File: config.mk
export PLATFORM = sky130hd
export DESIGN_NAME = seq_divider
export DESIGN_NICKNAME = d
export VERILOG_FILES = /design/src/rtl/seq_divider.sv
export SDC_FILE = /design/constraint.sdc
export NUM_CORES = 1
export LEC_CHECK = 0
export CORE_UTILIZATION = 59
export CTS_CLUSTER_DIAMETER = 80
export DETAILED_ROUTE_END_ITERATION = 6
export GPL_ROUTABILITY_DRIVEN = 0
export PLACE_DENSITY = 0.85
export SKIP_LAST_GASP = 1
export SYNTH_ARGS = -nofsm -noshare
export SYNTH_HDL_FRONTEND = slang
export SYNTH_HIERARCHICAL = 1
export SYNTH_SLANG_ARGS = --single-unit
File: constraint.sdc
create_clock -name clk -period 6.44 [get_ports clk]
set_input_delay 1.288 -clock clk [delete_from_list [all_inputs] [get_ports clk]]
set_output_delay 1.288 -clock clk [all_outputs]
set_load 0.03 [all_outputs]
File: src/rtl/seq_divider.sv
// Sequential restoring divider: one quotient bit per clock.
// Shares the addsub block with the multiplier for its trial subtraction.

module addsub #(
    parameter int width = 9
) (
    input  logic [width-1:0] a,
    input  logic [width-1:0] b,
    input  logic             add_sub,
    output logic [width-1:0] result
);

    // add_sub = 1 adds, add_sub = 0 subtracts
    always_comb begin
        result = add_sub ? (a + b) : (a - b);
    end

endmodule

module seq_divider #(
    parameter int dw = 8
) (
    input  logic          clk,
    input  logic          rst_n,
    input  logic          start,
    input  logic [dw-1:0] dividend,
    input  logic [dw-1:0] divisor,
    output logic          busy,
    output logic          done,
    output logic [dw-1:0] quotient,
    output logic [dw-1:0] remainder,
    output logic          div_by_zero
);

    localparam int cw = $clog2(dw + 1);

    typedef enum logic [1:0] {
        IDLE = 2'd0,
        CALC = 2'd1,
        DONE = 2'd2
    } state_t;

    state_t state;
    state_t state_next;

    // Partial remainder stays below D, so its top (dw+1)th bit is always
    // zero and only the low dw bits are kept.
    logic [dw-1:0] r;
    logic [dw-1:0] q;
    logic [dw-1:0] d;
    logic [cw-1:0] cnt;

    logic [dw:0]   s;
    logic [dw:0]   t;
    logic [dw-1:0] r_next;
    logic [dw-1:0] q_next;
    logic          accept;
    logic          zero_div;
    logic          last;

    addsub #(
        .width(dw + 1)
    ) u_sub (
        .a      (s),
        .b      ({1'b0, d}),
        .add_sub(1'b0),
        .result (t)
    );

    // Trial subtraction step and handshake decode
    always_comb begin
        s        = {r, q[dw-1]};
        r_next   = t[dw] ? s[dw-1:0] : t[dw-1:0];
        q_next   = {q[dw-2:0], ~t[dw]};
        accept   = start && (state == IDLE || state == DONE);
        zero_div = (divisor == '0);
        last     = (cnt == cw'(1));
    end

    // State register
    always_ff @(posedge clk or negedge rst_n) begin
        if (!rst_n) begin
            state <= IDLE;
        end else begin
            state <= state_next;
        end
    end

    // Next-state logic and Moore outputs
    always_comb begin
        state_next = state;
        busy       = 1'b0;
        done       = 1'b0;
        unique case (state)
            IDLE: begin
                if (start) begin
                    state_next = zero_div ? DONE : CALC;
                end
            end
            CALC: begin
                busy = 1'b1;
                if (last) begin
                    state_next = DONE;
                end
            end
            DONE: begin
                done = 1'b1;
                if (start) begin
                    state_next = zero_div ? DONE : CALC;
                end else begin
                    state_next = IDLE;
                end
            end
            default: begin
                state_next = IDLE;
            end
        endcase
    end

    // Working registers: load on accept, shift/subtract during CALC
    always_ff @(posedge clk or negedge rst_n) begin
        if (!rst_n) begin
            r   <= '0;
            q   <= '0;
            d   <= '0;
            cnt <= '0;
        end else if (accept && !zero_div) begin
            r   <= '0;
            q   <= dividend;
            d   <= divisor;
            cnt <= cw'(dw);
        end else if (state == CALC) begin
            r   <= r_next;
            q   <= q_next;
            cnt <= cnt - cw'(1);
        end
    end

    // Result registers change only on completion edges
    always_ff @(posedge clk or negedge rst_n) begin
        if (!rst_n) begin
            quotient    <= '0;
            remainder   <= '0;
            div_by_zero <= 1'b0;
        end else if (accept && zero_div) begin
            quotient    <= '1;
            remainder   <= dividend;
            div_by_zero <= 1'b1;
        end else if (state == CALC && last) begin
            quotient    <= q_next;
            remainder   <= r_next;
            div_by_zero <= 1'b0;
        end
    end

endmodule

======== Word-level counts from Yosys, hierarchy flattened ========
Index checks and enable logic that the tools add are counted.
operators by class
  reduce and logical (&&, ||, !) cells .... 11
  div/mod/pow operators ................... 0
  shift-type cells ........................ 0
  order comparisons ....................... 0
  mux-type cells .......................... 20
  equality and inequality tests ........... 5
  $add $sub $neg .......................... 2
  bitwise operators ....................... 1
  multiply operators ...................... 0
operator list
  kind                   number
  $mux W8                9
  $sub A9 B8 Y9          1
  $logic_not A8 Y1       1
  $mux W2                4
  $mux W4                2
  $pmux W2 S3            1
  $eq A4 B1 Y1 const B   1
  $logic_and A1 B1 Y1    4
  $mux W1                4
  $ne A2 B2 Y1 const B   2
  $reduce_bool A2 Y1     2
  $sub A4 B1 Y4 const B  1
  $eq A2 B1 Y1 const B   1
  $eq A2 B2 Y1 const B   1
  $logic_not A2 Y1       1
  $reduce_and A2 Y1      1
  $logic_not A1 Y1       1
  $logic_or A1 B1 Y1     1
  $not A1 Y1             1
word-level totals
  bits in writable memories ............... 0
  bits in latches ......................... 0
  memories kept ........................... 0
  logic and storage cells ................. 47
  output and inout port bits .............. 19
  bits in read-only memories .............. 0
  register bits after elaboration ......... 47

======== Logic depth before layout (Yosys ltp) ========
  depth after elaboration ................. 5
  gate-level depth with buffers ........... 15
  gate-level depth less buffers ........... 14

======== Hierarchy ========
The synthesis kept the hierarchy.
by module, submodules not included
  module       cells each  area an instance (um^2)  seq. area each (um^2)  instances
  seq_divider  211         2259.7                   1176.1                 1
  addsub       67          519.2                    0.0                    1

======== Least setup slack after synthesis ========
No wires, ideal clock.
  path type ............................... reg-to-reg
  from .................................... register d[0]
  to ...................................... register remainder[0]
  data arrival time ....................... 2670 ps
  library setup time ...................... 133 ps
  clock period less this slack ............ 2804 ps
  required time ........................... 6307 ps
  path slack .............................. 3636 ps
  buffers on the path ..................... 1
  cell stages (with the launch flop) ...... 15
  cell sequence ........................... dfrtp_1 inv_1 ha_1 mux2_2 inv_1 fa_1 nor2b_4 o31a_1 nand2b_4 a31oi_4 xnor2_1 buf_2 mux2i_1 and3_1 o31ai_1
on the way
  word-level cells in the longest chain between the ends .. 4
RTL lines
  item                    RTL line  text
  start, declared         50        logic [dw-1:0] d;
  start signal, assigned  130       d <= divisor;
  $sub A9 B8 Y9           15        result = add_sub ? (a + b) : (a - b);
  net t[8]                54        logic [dw:0] t;
  $mux W8                 73        r_next = t[dw] ? s[dw-1:0] : t[dw-1:0];
  $mux W8                 149       end else if (state == CALC && last) begin
  $mux W8                 145       end else if (accept && zero_div) begin
  end signal, assigned    147       remainder <= dividend;
  end signal, assigned    151       remainder <= r_next;
  end, declared           31        output logic [dw-1:0] remainder,
The timed path passes the listed nets, and every way through them passes these cells. The select of a mux whose other input is x is not followed.
A chain may end at the register's enable or synchronous reset.

======== Worst setup path after layout ========
Same ends and word-level chain as after synthesis.

==> summary.txt <==
CTS tree = yes
Max VDD drop = 0.000283 V
top-area cell type share of the netlist area = 42.3%
antenna-violating nets left = 0
Total Nets Final = 342
Worst EP arrival = 3.91 ns
met3 Resource Use GR = 5.84%
Port Buffers = 37
WP buf/inv = 2
full die area = 4990 sq um
Seq cells post-synth = 47
Final Hold Fails = 0
Min Hold Slack = 0.493 ns
CP delay by family, top = XOR/XNOR gates
Initial Utilization = 62.5%
startpoint types = register
global-route wire length before repair = 10.9 mm
P per Cell Area = 629 nW/um^2
CP max FO = 10
leakage = 0.00144 uW
vias per inst = 6.36
CP dominant cell by count = inv_1
final period utilization = 57.7%
final core occ = 74.1%
CTS Sinks = 47
crit path kind = register to register
synthesis warning total = 6
Rel. slew slack = 25.7%
Max-Cap Viols = 0
Initial DRC Count = 143
Synth area leaders = dfrtp_1, ha_1, mux2_4, o211ai_1, a211oi_1
Core Footprint = 4440 sq um
crit path cell chain = inv_1, ha_1, mux2_2, inv_1, fa_1, nor2b_4, o31a_1, nand2b_4, a31oi_4, xnor2_1, mux2i_1, and3_1, o31ai_1
total track usage = 28.1%
register area = 1180 sq um
met1 Resource Use GR = 38.1%
Die W = 70.6 microns
synthesized area per cell = 10.0 sq um
Post-synth top flop = dfrtp_1
Final Max Tran Viols = 0
WL/cell = 17.9 microns
Root Buffer = clkbuf_8
Hold WC Path Type = register to register
outcome = finished with violations
share of layout cells above drive strength 1 = 9.94%
num rows = 24
total gr overflow = 0
Detailed Route WL = 6.51 mm
Worst setup EP type = register
dpl hpwl = 4.72 mm
Setup violations, final = 0
global route hottest layer = met2
final-layout fill cell count = 313
CP max stage delay = 0.87 ns
Netlist cell types = 45
RSZ-0062 raised after global routing = false
Post-CTS Resized = 0
crit path time final = 3.71 ns
P&R area growth vs syn = 18.5%
H-Tree Depth = 2
failing checks = DRC
Hold-fix buffers, CTS = 0
GR Layer Usage met2 = 46.9%
total CTS buffers = 5
maximum operating frequency = 269 MHz
# diodes = 0
Bufs on Longest Clock Path = 2
Synth area leader = dfrtp_1
Multi-input gate area = 1450 sq um
clk_lat worst skew = 0.31 ns
vias in the first global route = 2256
slew at the pin with the worst max-slew slack = 1.11 ns
pin count of the biggest net entering global routing = 55
cells after synthesis = 278
critical path's slowest cell = xnor2_1
Die Y-Extent = 70.6 microns
CTS clk-pin slew, worst paths = 0.09 ns
DRT Pass-1 Iters = 7
io pins = 38
Post-CTS Setup Bufs = 0
Async S/R FF share, synth = 100%
DRC = 5
initial antenna violation count = 0
Data required, critical path = 6.64 ns
area of the mapped netlist = 2780 sq um
Setup TNS = 0 ns
clock skew = 0.0111 ns
part of the Yosys area used for sequential elements = 42.3%
Post-synth EDFFs = 0
routed via count = 2315
## logic make-up after synthesis
| kind of cell | count (synthesis) | synth area share [%] |
|---|---|---|
| flip-flops | 47 | 42.3 |
| other | 1 | 0.135 |
| adder cells (fa/ha/maj) | 12 | 5.67 |
| AO/OA/AOI/OAI | 81 | 20.6 |
| AND/OR/NAND/NOR | 68 | 13.6 |
| multiplexers | 17 | 7.61 |
| XOR/XNOR | 14 | 4.41 |
| buffers and inverters | 38 | 5.63 |
## power by group
part	leakage (uW)	switching (uW)	internal (uW)	total, uW
registers	0.000548	114	445	559
clock network	0.0000587	106	118	223
logic	0.000835	710	578	1290
total	0.00144	930	1140	2070
## area by class of cell
| cell class | instances | share of cell area, % |
|---|---|---|
| multi-input cells | 194 | 44.0 |
| flip-flops and latches | 47 | 35.7 |
| repair buffers | 43 | 12.5 |
| inverters | 20 | 2.28 |
| clock buffers | 5 | 2.09 |
| well taps | 52 | 1.98 |
| clock inverters | 3 | 1.44 |
## through the flow
step	setup WS [ns]	power (uW)	instances	area (sq um)
global route	2.46	2210	364	3290
floorplan	3.64	1490	279	2780
global placement	2.98	1770	356	3180
CTS	2.73	2060	364	3290
finish	2.73	2070	364	3290
detailed placement	2.82	1820	356	3180
## state kept, by name, indices dropped and copies added (netlist names)
name	flops
remainder	8
div_by_zero	1
cnt	4
quotient	8
d	8
state	2
r	8
q	8
## routing by layer
metal  part of all wire (%)  vias up
met5                      0        -
met4                    1.2        0
met3                    7.1        9
met2                     48      108
met1                     43     1119
li1                       -     1079
## cell usage after synthesis, drive strengths merged, types with 8 or more instances
cell type	count
mux2i	8
o21ai	15
a21oi	12
o211ai	16
o31ai	8
nand4	8
and3	10
dfrtp	47
o311ai	8
ha	11
mux2	9
inv	19
clkbuf	12
nor2	18
a211oi	11
nand2	11
xnor2	9
## path summary, 6_finish.rpt
kind                       slack, ns         from      endpoint  cells past startpoint
min in group asynchronous       1.15        rst_n  remainder[5]                      1
min reg2reg                     0.49  div_by_zero   div_by_zero                      1
max                             2.73         d[0]  remainder[0]                     13
min                             0.49  div_by_zero   div_by_zero                      1
max reg2reg                     2.73         d[0]  remainder[0]                     13
max in group asynchronous       4.66        rst_n          d[0]                      1
## cell usage in the layout, fill, tap and decap left out, types with 8 or more instances in the layout
master,synthesis,layout
nand4_1,8,8
nor2_1,18,18
o21ai_0,13,13
xnor2_1,9,9
dfrtp_1,47,47
o311ai_0,8,8
ha_1,11,11
mux2_4,8,8
a211oi_1,11,11
o31ai_1,8,8
a21oi_1,12,12
o211ai_1,16,16
and3_1,10,10
mux2i_1,8,8
inv_1,19,19
nand2_1,11,11
clkdlybuf4s50_1,0,36
(Power assumes the default switching activity.)
